### src/rtl/automata_pkg.sv
// Shared types and helpers for the automaton row pipeline (word width, fill counter
// width, popcount helpers).
package automata_pkg;

  localparam int WORD_W = 20;
  localparam int CNT_W  = 5;

  typedef logic [WORD_W-1:0] row_word_t;

  localparam logic [CNT_W-1:0] CNT_FULL = CNT_W'(WORD_W);

  // Width needed to count every cell of a row of the given number of words.
  function automatic int pop_width(input int words);
    return $clog2(words * WORD_W + 1);
  endfunction

  function automatic logic [CNT_W-1:0] popcount(input row_word_t w);
    logic [CNT_W-1:0] n;
    n = {CNT_W{1'b0}};
    for (int i = 0; i < WORD_W; i++) begin
      n = n + {{(CNT_W-1){1'b0}}, w[i]};
    end
    return n;
  endfunction

endpackage

### src/rtl/row_packer_bit_accumulator.sv
// Bit/word accumulator for row_packer: fills a 20-bit word from single-bit or
// full-word beats, zero-pads on the row's last beat and flags dropped partial words.
module bit_accumulator
  import automata_pkg::*;
(
  input  logic      clk,
  input  logic      reset_n,
  input  logic      clear,
  input  logic      accept,
  input  logic      single,
  input  row_word_t bits,
  input  logic      last,
  input  logic      take,
  output logic      full,
  output row_word_t word,
  output logic      last_tag,
  output logic      err
);

  row_word_t        acc_q, acc_d;
  logic [CNT_W-1:0] cnt_q, cnt_d;
  logic             tag_q, tag_d;
  logic             err_q, err_d;

  // Next-state: a transfer empties the accumulator first, so a beat in the same
  // cycle lands in a clean word.
  always_comb begin
    acc_d = acc_q;
    cnt_d = cnt_q;
    tag_d = tag_q;
    err_d = err_q;
    if (take) begin
      acc_d = {WORD_W{1'b0}};
      cnt_d = {CNT_W{1'b0}};
      tag_d = 1'b0;
    end else begin
      tag_d = tag_q;
    end
    if (accept) begin
      if (single) begin
        acc_d = {acc_d[WORD_W-2:0], bits[WORD_W-1]};
        cnt_d = cnt_d + CNT_W'(1);
      end else begin
        err_d = err_q | (cnt_d != {CNT_W{1'b0}});
        acc_d = bits;
        cnt_d = CNT_FULL;
      end
      if (last) begin
        acc_d = acc_d << (CNT_FULL - cnt_d);
        cnt_d = CNT_FULL;
        tag_d = 1'b1;
      end else begin
        tag_d = tag_d;
      end
    end else begin
      err_d = err_d;
    end
  end

  always_ff @(posedge clk or negedge reset_n) begin
    if (!reset_n) begin
      acc_q <= {WORD_W{1'b0}};
      cnt_q <= {CNT_W{1'b0}};
      tag_q <= 1'b0;
      err_q <= 1'b0;
    end else if (clear) begin
      acc_q <= {WORD_W{1'b0}};
      cnt_q <= {CNT_W{1'b0}};
      tag_q <= 1'b0;
      err_q <= 1'b0;
    end else begin
      acc_q <= acc_d;
      cnt_q <= cnt_d;
      tag_q <= tag_d;
      err_q <= err_d;
    end
  end

  assign full     = (cnt_q == CNT_FULL);
  assign word     = acc_q;
  assign last_tag = tag_q;
  assign err      = err_q;

endmodule

### src/rtl/row_packer.sv
// Packs cell-state beats into 20-bit row words with write address and row_done.
// Optional feature macro: ROW_POPCOUNT_EN adds the row_pop per-row ones count.
module row_packer
  import automata_pkg::*;
#(
  parameter  int ROW_WORDS = 32,
  localparam int ADDR_W    = $clog2(ROW_WORDS)
) (
  input  logic              clk,
  input  logic              reset_n,
  input  logic              clear,
  input  logic              in_valid,
  output logic              in_ready,
  input  logic              in_single,
  input  logic [WORD_W-1:0] in_bits,
  input  logic              in_last,
  output logic              out_valid,
  input  logic              out_ready,
  output logic [WORD_W-1:0] out_word,
  output logic [ADDR_W-1:0] out_addr,
  output logic              out_last,
  output logic              row_done,
`ifdef ROW_POPCOUNT_EN
  output logic [pop_width(ROW_WORDS)-1:0] row_pop,
`endif
  output logic              err
);

  localparam logic [ADDR_W-1:0] LAST_ADDR = ADDR_W'(ROW_WORDS - 1);

  logic      acc_full, acc_tag, out_free, take, accept, hs;
  row_word_t acc_word;

  logic              out_valid_q, out_valid_d;
  row_word_t         out_word_q, out_word_d;
  logic              out_tag_q, out_tag_d;
  logic [ADDR_W-1:0] out_addr_q, out_addr_d;
  logic              row_done_q, row_done_d;

  assign out_free = !out_valid_q || out_ready;
  assign take     = acc_full && out_free && !clear;
  assign in_ready = !clear && (!acc_full || out_free);
  assign accept   = in_valid && in_ready;
  assign hs       = out_valid_q && out_ready;

  bit_accumulator u_acc (
    .clk      (clk),
    .reset_n  (reset_n),
    .clear    (clear),
    .accept   (accept),
    .single   (in_single),
    .bits     (in_bits),
    .last     (in_last),
    .take     (take),
    .full     (acc_full),
    .word     (acc_word),
    .last_tag (acc_tag),
    .err      (err)
  );

  // Output register and address: a transfer can refill the register in the same
  // cycle it is handed off.
  always_comb begin
    out_valid_d = out_valid_q;
    out_word_d  = out_word_q;
    out_tag_d   = out_tag_q;
    out_addr_d  = out_addr_q;
    row_done_d  = hs && out_last;
    if (take) begin
      out_valid_d = 1'b1;
      out_word_d  = acc_word;
      out_tag_d   = acc_tag;
    end else if (hs) begin
      out_valid_d = 1'b0;
    end else begin
      out_valid_d = out_valid_q;
    end
    if (hs) begin
      out_addr_d = out_last ? {ADDR_W{1'b0}} : out_addr_q + ADDR_W'(1);
    end else begin
      out_addr_d = out_addr_q;
    end
  end

  always_ff @(posedge clk or negedge reset_n) begin
    if (!reset_n) begin
      out_valid_q <= 1'b0;
      out_word_q  <= {WORD_W{1'b0}};
      out_tag_q   <= 1'b0;
      out_addr_q  <= {ADDR_W{1'b0}};
      row_done_q  <= 1'b0;
    end else if (clear) begin
      out_valid_q <= 1'b0;
      out_word_q  <= {WORD_W{1'b0}};
      out_tag_q   <= 1'b0;
      out_addr_q  <= {ADDR_W{1'b0}};
      row_done_q  <= 1'b0;
    end else begin
      out_valid_q <= out_valid_d;
      out_word_q  <= out_word_d;
      out_tag_q   <= out_tag_d;
      out_addr_q  <= out_addr_d;
      row_done_q  <= row_done_d;
    end
  end

  assign out_valid = out_valid_q;
  assign out_word  = out_word_q;
  assign out_addr  = out_addr_q;
  assign out_last  = out_valid_q && (out_tag_q || out_addr_q == LAST_ADDR);
  assign row_done  = row_done_q;

`ifdef ROW_POPCOUNT_EN
  localparam int POP_W = pop_width(ROW_WORDS);

  logic [POP_W-1:0] row_pop_q, row_pop_d;

  // The total stays visible during the row_done cycle, then restarts.
  always_comb begin
    row_pop_d = (row_done_q ? {POP_W{1'b0}} : row_pop_q)
              + (hs ? POP_W'(popcount(out_word_q)) : {POP_W{1'b0}});
  end

  always_ff @(posedge clk or negedge reset_n) begin
    if (!reset_n) begin
      row_pop_q <= {POP_W{1'b0}};
    end else if (clear) begin
      row_pop_q <= {POP_W{1'b0}};
    end else begin
      row_pop_q <= row_pop_d;
    end
  end

  assign row_pop = row_pop_q;
`endif

endmodule

### config.mk
export PLATFORM = sky130hd
export DESIGN_NAME = row_packer
export DESIGN_NICKNAME = d
export VERILOG_FILES = /design/src/rtl/automata_pkg.sv /design/src/rtl/row_packer_bit_accumulator.sv /design/src/rtl/row_packer.sv
export SDC_FILE = /design/constraint.sdc
export NUM_CORES = 1
export LEC_CHECK = 0
export ABC_AREA = 1
export CAP_MARGIN = 10
export CELL_PAD_IN_SITES_DETAIL_PLACEMENT = 0
export CELL_PAD_IN_SITES_GLOBAL_PLACEMENT = 1
export CORE_UTILIZATION = 42
export CTS_BUF_LIST = sky130_fd_sc_hd__clkbuf_8 sky130_fd_sc_hd__clkbuf_16
export DETAILED_ROUTE_END_ITERATION = 8
export PLACE_DENSITY_LB_ADDON = 0.1
export SLEW_MARGIN = 20
export SYNTH_ARGS = -nofsm -noshare
export SYNTH_HDL_FRONTEND = slang
export SYNTH_SLANG_ARGS = --single-unit
export TNS_END_PERCENT = 10
### constraint.sdc
create_clock -name clk -period 3.6 [get_ports clk]
set_input_delay 0.72 -clock clk [delete_from_list [all_inputs] [get_ports clk]]
set_output_delay 0.72 -clock clk [all_outputs]
set_load 0.01 [all_outputs]
==> impl_metrics.csv <==
group,metric,value,unit
yosys,ys_warn_count,0,
worst_setup_path,reg2reg_slack,1.17,ns
yosys,ys_async_sr_fraction,1.00,
finish,seq_area,0.00138,mm2
worst_setup_path,r2r_start,"u_acc.cnt_q[1]",
worst_setup_path,start_kind,"primary input",
yosys,ys_types,37,
route,antenna_left,0,
placement,port_buffers,56,
finish,most-common-layout-cells,"141 x nand2_1, 127 x nand3_1, 62 x o21ai_0",
grt,grt_usage,0.269,
worst_setup_path,crit_path_end_kind,"output pin",
yosys,synthesis.area,0.00386,mm2
timing,fin_crit,2.88,ns
finish,fin_cells,736,
worst_setup_path,max_stage_delay,0.59,ns
timing,rsz0062_at_grt,"no",
grt,grt_overflow,0,
worst_setup_path,crit_path_frequent_cell,"clkdlybuf4s50_1",
yosys,ys.flop_type,"dfrtp_1",
route,drt_iter0_markers,274,
route,wl_per_cell,16.8,um
finish,drive_gt1_frac,0.0701,
finish,antenna_cells,0,
finish,nFillCells,912,
worst_setup_path,critPathLaunch,"clear",
worst_setup_path,cp_max_fo,9,
route,vias_per_cell,5.62,
grt,grt_pass1_wl,20400,um
yosys,ys_ff_latch,55,
timing,timing.fmax,347,MHz
die,start_util,0.439,
worst_setup_path,r2r_end,"u_acc.word[8]",
outcome,violations,"design-rule violations",
placement,placed_area,0.00451,mm2
job,max_cap_violations,0,
pwr,internal-power,1.09,mW
die,die_h,97.9,um
timing,setup_viol,0,
yosys,syn_nets,614,
finish,final_common_cell,"nand2_1",
yosys,synth_edf_count,0,
timing,fin_skew,0.00862,ns
yosys,synth_cells,583,
worst_setup_path,worst_ep_arrival_time,2.16,ns
pwr,p_sw_frac,0.332,
die,core,0.00881,mm2
clock_tree,cts_buffers,5,
pwr,total_leakage_power,2.19,nW
worst_setup_path,r2r_cells,16,
clock_tree,ctsHoldBuffers,0,
outcome,status,"finished with violations",
grt,antenna_found_initial,0,
placement,place.gp.congestion,0.965,
pwr,combinationalPowerShare,0.282,
yosys,synthTopCellsByArea,"dfrtp_1 36%, nand3_1 16%, nand2_1 14%, o21ai_0 8.0%, inv_1 4.3%",
route,drc,4,
worst_setup_path,path_cells,"clkdlybuf4s50_1 -> buf_4 -> a31oi_1 -> clkdlybuf4s50_1",
clock_tree,clk_latency,0.31,ns
clock_tree,clk_pin_slew,0.10,ns
yosys,yosys.area.top_type_share,0.356,
die,dieWidth,97.9,um
die,io_pins,57,
yosys,synth_area_per_cell,6.63,um2
finish,fin_nets,658,
pwr,p_clk_frac,0.301,
route,dr.pass1.iters,6,
clock_tree,root_buffer,"clkbuf_8",
pwr,seq_power_share,0.417,
timing,period_share,0.800,
worst_setup_path,path_class,"in2out",
yosys,yosysSeqAreaShare,0.356,
clock_tree,cts_max_path_buffers,2,
clock_tree,cts_setup_buffers,0,
worst_setup_path,crit_slowest_cell,"clkdlybuf4s50_1",
finish,fin_area,0.00464,mm2
hold_path,hold_class,"in2async",
timing,setup-tns-final,0,ns
die,dieArea,0.00959,mm2
route,wl,12400,um
pwr,p_switching,544,uW
timing,drv_slew,0,
timing,finalHoldViolCount,0,
clock_tree,cts.sinks,55,
clock_tree,cts_max_level,2,
worst_setup_path,endpoint,"in_ready",
clock_tree,cts_resized,0,
timing,slew-limit-headroom,0.510,
pwr,p_per_area,353,mW/mm2
placement,dp_hpwl,8940,um
die,rows,34,
finish,synthToLayoutAreaGrowth,20.1,%
worst_setup_path,crit_required,2.88,ns
clock_tree,cts_tree,"built",
yosys,synth_largest_area_cell,"dfrtp_1",
finish,multiInputGateArea,0.00214,mm2
placement,dp_cells,728,
pwr,ir_drop,0.169,mV
route,num_vias,4135,
grt,grt_pass1_vias,3919,
timing,worst_pin_slew,0.735,ns
grt,grt_max_degree,36,
==> per-layer routing <==
metal | track usage | part of all wire
met3 | 0.0301 | 0.059
met5 | 0 | 0
met1 | 0.400 | 0.48
met4 | 0.0490 | 0.0035
met2 | 0.425 | 0.46
==> cell type report <==
type / count / area share
Tap cell: 108 / 0.0291
Inverter: 52 / 0.0420
Clock inverter: 3 / 0.0137
Timing Repair Buffer: 71 / 0.144
Sequential cell: 55 / 0.296
Clock buffer: 5 / 0.0148
Multi-Input combinational cell: 442 / 0.460
==> worst min path at each step <==
| stage | to |
|---|---|
| 4_1_cts | out_addr[1] |
| 6_report | out_addr[1] |
| 2_1_floorplan | out_addr[0] |
| 3_5_place_dp | out_word[5] |
| 5_1_grt | out_addr[1] |
| 3_3_place_gp | out_word[5] |
==> flip-flops by register name (all words and copies together) (netlist names) <==
name            flops
row_done            1
out_word           20
u_acc.word         20
u_acc.err           1
u_acc.cnt_q         5
out_addr            5
out_valid           1
out_tag_q           1
u_acc.last_tag      1
==> logic make-up (layout without fill, tap and decap cells) <==
logic type	after synthesis	after routing	synth area share
adder cells (fa/ha/maj)	4	4	0.0129
AO/OA/AOI/OAI	110	110	0.157
XOR/XNOR	1	1	0.00227
flip-flops	55	55	0.356
AND/OR/NAND/NOR	327	327	0.379
buffers and inverters	86	131	0.0923
==> cell usage after synthesis, types with 2 or more instances <==
cell type	number
nand2_1	141
nand3_1	127
o21ai_0	62
dfrtp_1	55
inv_1	44
nor2_1	37
a21oi_1	25
clkbuf_1	17
nand2_2	8
buf_1	6
buf_2	6
inv_2	6
o211ai_1	5
a21boi_1	4
ha_1	4
nand4_1	4
a31oi_1	3
buf_4	3
a22oi_1	2
buf_6	2
clkinv_1	2
nand3_2	2
nand3b_1	2
nor2_4	2
o21a_1	2
==> power groups by stage <==
stage	clock network, mW	logic, mW	registers, mW
finish	0.492	0.462	0.683
global route	0.526	0.515	0.687
CTS	0.499	0.457	0.683
detailed placement	0	0.455	0.695
global placement	0	0.453	0.694
floorplan	0	0.294	0.691
==> metrics by stage <==
stage          setup WS (ns)  power, mW  hold WS (ns)  utilization
3_3_place_gp           0.569       1.15         0.464        0.512
2_1_floorplan           1.41      0.985         0.424            -
6_report               0.721       1.64         0.455        0.527
4_1_cts                0.720       1.64         0.481        0.527
3_5_place_dp           0.498       1.15         0.472        0.512
5_1_grt                0.626       1.73         0.504        0.527
==> worst max-delay path, delay by kind of cell <==
| family | cells | cell delay (ns) |
|---|---|---|
| buffers and inverters | 3 | 1.22 |
| AO/OA/AOI/OAI | 1 | 0.22 |
Power figures use the tool's default switching activity.
